**config.mk**
```make
export PLATFORM = sky130hd
export DESIGN_NAME = up_down_count_gen
export DESIGN_NICKNAME = d
export VERILOG_FILES = /design/src/rtl/up_down_count_gen.sv
export SDC_FILE = /design/constraint.sdc
export NUM_CORES = 1
export LEC_CHECK = 0
export ABC_AREA = 1
export CORE_AREA = 2 2 74 76
export CTS_BUF_LIST = sky130_fd_sc_hd__clkbuf_16
export DETAILED_ROUTE_END_ITERATION = 8
export DIE_AREA = 0 0 76 78
export GPL_ROUTABILITY_DRIVEN = 0
export PLACE_DENSITY = 0.95
export SYNTH_ARGS = -nofsm -noshare
export SYNTH_HDL_FRONTEND = slang
export SYNTH_SLANG_ARGS = --single-unit
```
**constraint.sdc**
```tcl
create_clock -name i_clk -period 6.1 [get_ports i_clk]
set_input_delay 0.915 -clock i_clk [delete_from_list [all_inputs] [get_ports i_clk]]
set_output_delay 0.915 -clock i_clk [all_outputs]
set_load 0.01 [all_outputs]
```
**src/rtl/up_down_count_gen.sv**
```systemverilog
// up_down_count_gen: parametrised up/down event counter.
// Programmable step, runtime inclusive [min, max] bounds, synchronous clamped
// load, wrap or saturate on a boundary crossing, a registered terminal-count
// pulse and sticky overflow/underflow flags.
//
// Ports
//   i_clk        system clock, rising edge
//   i_rst_n      asynchronous active-low reset
//   i_en         count enable
//   i_up         direction: 1 = up, 0 = down
//   i_step       unsigned step magnitude, 0 = hold
//   i_load       synchronous load strobe (beats i_en)
//   i_load_val   load value, clamped into [min, max]
//   i_min_val    inclusive lower bound
//   i_max_val    inclusive upper bound
//   i_clr_flags  clears the sticky flags (a same-cycle crossing wins)
//   o_count      current count, registered
//   o_tc         one-cycle pulse after a boundary crossing, registered
//   o_ovf        sticky upward-crossing flag, registered
//   o_unf        sticky downward-crossing flag, registered
//   o_at_max     combinational: count == max
//   o_at_min     combinational: count == min
//   o_cfg_err    combinational: min > max (counter frozen)
module up_down_count_gen #(
    parameter int unsigned WIDTH    = 8,
    parameter int unsigned STEP_W   = 4,
    parameter bit          SATURATE = 1'b0
) (
    input  logic              i_clk,
    input  logic              i_rst_n,
    input  logic              i_en,
    input  logic              i_up,
    input  logic [STEP_W-1:0] i_step,
    input  logic              i_load,
    input  logic [WIDTH-1:0]  i_load_val,
    input  logic [WIDTH-1:0]  i_min_val,
    input  logic [WIDTH-1:0]  i_max_val,
    input  logic              i_clr_flags,
    output logic [WIDTH-1:0]  o_count,
    output logic              o_tc,
    output logic              o_ovf,
    output logic              o_unf,
    output logic              o_at_max,
    output logic              o_at_min,
    output logic              o_cfg_err
);

    // Arithmetic width: one bit above the wider operand so nothing truncates.
    localparam int unsigned AW = ((WIDTH > STEP_W) ? WIDTH : STEP_W) + 1;

    logic [WIDTH-1:0] r_count;
    logic             r_tc;
    logic             r_ovf;
    logic             r_unf;

    logic [WIDTH-1:0] w_count_nxt;
    logic             w_tc_nxt;
    logic             w_ovf_nxt;
    logic             w_unf_nxt;

    logic [AW-1:0]    w_cnt_x;
    logic [AW-1:0]    w_min_x;
    logic [AW-1:0]    w_max_x;
    logic [AW-1:0]    w_step_x;
    logic [AW-1:0]    w_sum;
    logic [AW-1:0]    w_diff;
    logic [AW-1:0]    w_floor;
    logic             w_cfg_err;
    logic             w_move;
    logic             w_up_cross;
    logic             w_dn_cross;
    logic [WIDTH-1:0] w_load_clamped;

    // Zero-extended operands.
    assign w_cnt_x  = AW'(r_count);
    assign w_min_x  = AW'(i_min_val);
    assign w_max_x  = AW'(i_max_val);
    assign w_step_x = AW'(i_step);

    assign w_sum   = w_cnt_x + w_step_x;
    assign w_diff  = w_cnt_x - w_step_x;
    // Down crossing test compares against min + step so no borrow is needed.
    assign w_floor = w_min_x + w_step_x;

    assign w_cfg_err = (i_min_val > i_max_val);

    // A real move only when enabled, not loading, bounds valid and step nonzero.
    assign w_move     = i_en & ~i_load & ~w_cfg_err & (|i_step);
    assign w_up_cross = w_move &  i_up & (w_sum > w_max_x);
    assign w_dn_cross = w_move & ~i_up & (w_cnt_x < w_floor);

    // Load value clamped into the current bounds.
    always_comb begin
        w_load_clamped = i_load_val;
        if (i_load_val < i_min_val) begin
            w_load_clamped = i_min_val;
        end else if (i_load_val > i_max_val) begin
            w_load_clamped = i_max_val;
        end
    end

    // Next-state logic.
    always_comb begin
        w_count_nxt = r_count;
        w_tc_nxt    = 1'b0;
        w_ovf_nxt   = r_ovf & ~i_clr_flags;
        w_unf_nxt   = r_unf & ~i_clr_flags;

        if (!w_cfg_err) begin
            if (i_load) begin
                w_count_nxt = w_load_clamped;
            end else if (w_up_cross) begin
                w_count_nxt = SATURATE ? i_max_val : i_min_val;
                w_tc_nxt    = 1'b1;
                w_ovf_nxt   = 1'b1;
            end else if (w_dn_cross) begin
                w_count_nxt = SATURATE ? i_min_val : i_max_val;
                w_tc_nxt    = 1'b1;
                w_unf_nxt   = 1'b1;
            end else if (w_move) begin
                // No crossing: the result lies within [0, max] and fits WIDTH.
                w_count_nxt = i_up ? WIDTH'(w_sum) : WIDTH'(w_diff);
            end
        end
    end

    // State registers.
    always_ff @(posedge i_clk or negedge i_rst_n) begin
        if (!i_rst_n) begin
            r_count <= '0;
            r_tc    <= 1'b0;
            r_ovf   <= 1'b0;
            r_unf   <= 1'b0;
        end else begin
            r_count <= w_count_nxt;
            r_tc    <= w_tc_nxt;
            r_ovf   <= w_ovf_nxt;
            r_unf   <= w_unf_nxt;
        end
    end

    assign o_count   = r_count;
    assign o_tc      = r_tc;
    assign o_ovf     = r_ovf;
    assign o_unf     = r_unf;
    assign o_at_max  = (r_count == i_max_val);
    assign o_at_min  = (r_count == i_min_val);
    assign o_cfg_err = w_cfg_err;

endmodule

```
==> run_results.csv <==
group,metric,value,unit
finish,multiInputGateArea,2360,µm²
cts,clock-sinks,11,
routing,post_drt_wl_per_cell,16.7,µm
cts,cts.path.max_buffers,2,
finish,antenna_cells,0,
timing,fin_skew,0.00527,ns
global_routing,grt_max_degree,17,
setup_path,cp-start-kind,"input pin",
floorplan,die_h,78,µm
timing,tns,0,ns
timing,rsz0062_at_grt,"false",
pwr,p_total,0.953,mW
placed_design,portBuffers,47,
routing,drc,0,
cts,cts_resized,0,
timing,fin_crit,4.15,ns
placed_design,postPlaceCellArea,3450,µm²
placed_design,pre_cts_ws,1.82,ns
pwr,p_leak,1.87,nW
cts,htree_levels,1,
setup_path,cp_slowest_stage_delay,0.64,ns
finish,seq_area,275,µm²
finish,syn_to_final_growth,19.3,%
setup_path,worstPathCellList,"clkdlybuf4s50_1 -> inv_1 -> fa_1 -> nand3b_1 -> a21oi_1 -> xor2_1 -> ha_1 -> a21oi_1 -> nand3b_1 -> nand3_2 -> nor2_4 -> nand2_4 -> nand2_1 -> nand3_1 -> nand2_1 -> nand2_1 -> nand2_1 -> nand2_1",
setup_path,slowest_stage,"clkdlybuf4s50_1",
logic_synthesis,ys_types,41,
floorplan,initial_core_util,58.6,%
finish,design_area,3530,µm²
routing,via_per_inst,6.14,
timing,period_share,68.0,%
global_routing,antenna_found_initial,0,
finish,final_nets,593,
setup_path,crit_family,"simple AND/OR/NAND/NOR gates",
logic_synthesis,avgSynthCellArea,6.42,µm²
global_routing,grt_pass1_wl,15500,µm
timing,clock.fmax,241,MHz
flow_run,drv_cap,0,
timing,hold_viol,0,
global_routing,grt_overflow,0,
cts,postCtsSetupBuffers,0,
setup_path,critical_path_required,6.23,ns
logic_synthesis,synth_seq_cells,11,
setup_path,path_common_cell,"nand2_1",
global_routing,grt_pass1_vias,3416,
cts,clk_pin_slew_worst_paths,0.05,ns
logic_synthesis,yosysWarnings,0,
setup_path,worstPathArrival,4.27,ns
floorplan,dieArea,5930,µm²
logic_synthesis,seq_area_frac_synth,9.31,%
routing,vias,3529,
placed_design,hpwl,7760,µm
placed_design,place_inst,571,
routing,ant_nets,0,
cts,cts_made_buffers,3,
finish,layout_commonest_cell,"nand2_1",
timing,setup_violations,0,
cts,clkLatencyLatePin,0.24,ns
setup_path,end_kind,"flip-flop",
setup_path,worstSetupPathType,"in2reg",
logic_synthesis,syn_inst,460,
cts,ctsHoldBuffers,0,
finish,layout_common_cells,"141 x nand2_1, 61 x inv_1, 50 x ha_1, 49 x nand3_1, 47 x clkdlybuf4s50_1",
pwr,p_per_area,270,nW/µm²
cts,cts_tree,"built",
global_routing,grt_use_total,32.3,%
run_status,status,"finished clean",
timing,slew_headroom,55.8,%
timing,worst_pin_slew,0.663,ns
finish,drive_above_1_share,5.94,%
routing,drt_iter0_drc,342,
timing,worst_slack,1.95,ns
finish,fin_cells,575,
routing,dr.pass1.iters,5,
cts,root_buffer,"clkbuf_16",
floorplan,die_x,76,µm
setup_path,crit_buf_inv,2,
floorplan,coreArea,5040,µm²
logic_synthesis,synth_nets,547,
floorplan,boundaryPins,48,
pwr,vdd_ir_drop_max,0.000224,V
floorplan,rows,26,
setup_path,cp_max_fo,10,
routing,wl,9600,µm
logic_synthesis,synthesis.area,2960,µm²
finish,n_fill_cell,381,
min_path,holdCritPathClass,"reg2reg",
timing,slew_viol_final,0,
[metal layers]
layer,wire [µm],vias up,GRT usage (%)
met2,4520,264,57.0
met1,3570,1580,36.6
met5,0,-,0
met4,494,0,17.3
li1,-,1627,-
met3,1010,58,7.09
[tightest hold or removal path, cell delays in order, from the launching register on]
cell	delay [ns]
dfrtp_1	0.37
inv_1	0.05
o21ai_0	0.07
[synth_stat cells]
library cell	n	area (µm²)
nor2_1	17	63.8
nor4_1	2	12.5
clkbuf_8	2	27.5
a21oi_1	20	100
nand2_1	141	529
xor2_1	11	96.3
a21o_1	1	7.51
nor2b_1	1	6.26
o21ai_0	13	65.1
nor3_2	3	30.0
ha_1	50	626
nor2_4	1	11.3
nand3_1	49	245
inv_1	61	229
clkinv_1	1	3.75
fa_1	3	60.1
nand4_1	21	131
nand2_2	4	25.0
buf_6	2	22.5
nor2_8	2	40.0
or2_2	2	12.5
nand3_2	1	10.0
xnor2_1	8	70.1
o21bai_1	1	7.51
a21oi_2	1	8.76
nand2_4	2	22.5
nand3_4	1	17.5
dlymetal6s2s_1	1	12.5
buf_2	1	5.00
o21a_1	1	7.51
o211ai_1	9	67.6
clkinv_2	1	5.00
o211ai_2	1	12.5
nor3_1	3	15.0
inv_2	3	11.3
and2_1	1	6.26
nand3b_1	3	22.5
nor2_2	2	12.5
o21ai_2	1	8.76
dfrtp_1	11	275
a31oi_2	1	12.5
[final timing paths]
check                            from          to  slack [ns]  depth (start not counted)
setup reg to reg           o_count[0]  o_count[2]        2.70                         19
hold / removal                  o_ovf       o_ovf        0.55                          2
max in group asynchronous     i_rst_n  o_count[7]        4.72                          1
hold reg to reg                 o_ovf       o_ovf        0.55                          2
min in group asynchronous     i_rst_n  o_count[5]        1.02                          1
setup / recovery            i_step[1]  o_count[2]        1.95                         18
[report_power, final]
part | internal [mW] | total [mW] | switching (mW) | leakage [nW]
sequential | 0.0921 | 0.167 | 0.0751 | 0.141
combinational | 0.268 | 0.666 | 0.398 | 1.69
clock | 0.0869 | 0.121 | 0.0339 | 0.0409
[flip-flops by register name (all words and copies together), names as in the netlist]
signal / cells
o_unf: 1
o_ovf: 1
o_count: 8
o_tc: 1
[through the flow]
step,hold slack [ns],util [%]
floorplan,0.549,-
global placement,0.529,68.3
detailed placement,0.527,68.3
CTS,0.537,69.9
global route,0.584,69.9
finish,0.552,69.9
[cell families (layout without fill, tap and decap cells)]
kind of cell,after synthesis,in the layout,share of synthesized area [%]
simple gates,256,256,41.1
buf+inv,72,117,10.7
fa+ha+maj,53,53,23.2
compound gates,49,49,10.1
xor+xnor,19,19,5.63
flops,11,11,9.31
[cell type report]
class	count	area share (%)
Clock inverter	1	0.142
Clock buffer	3	2.13
Sequential cell	11	7.81
Multi-Input combinational cell	377	67.0
Timing Repair Buffer	47	13.3
Tap cell	70	2.48
Inverter	66	7.06
Note: power is estimated with default switching activity, not from simulation.
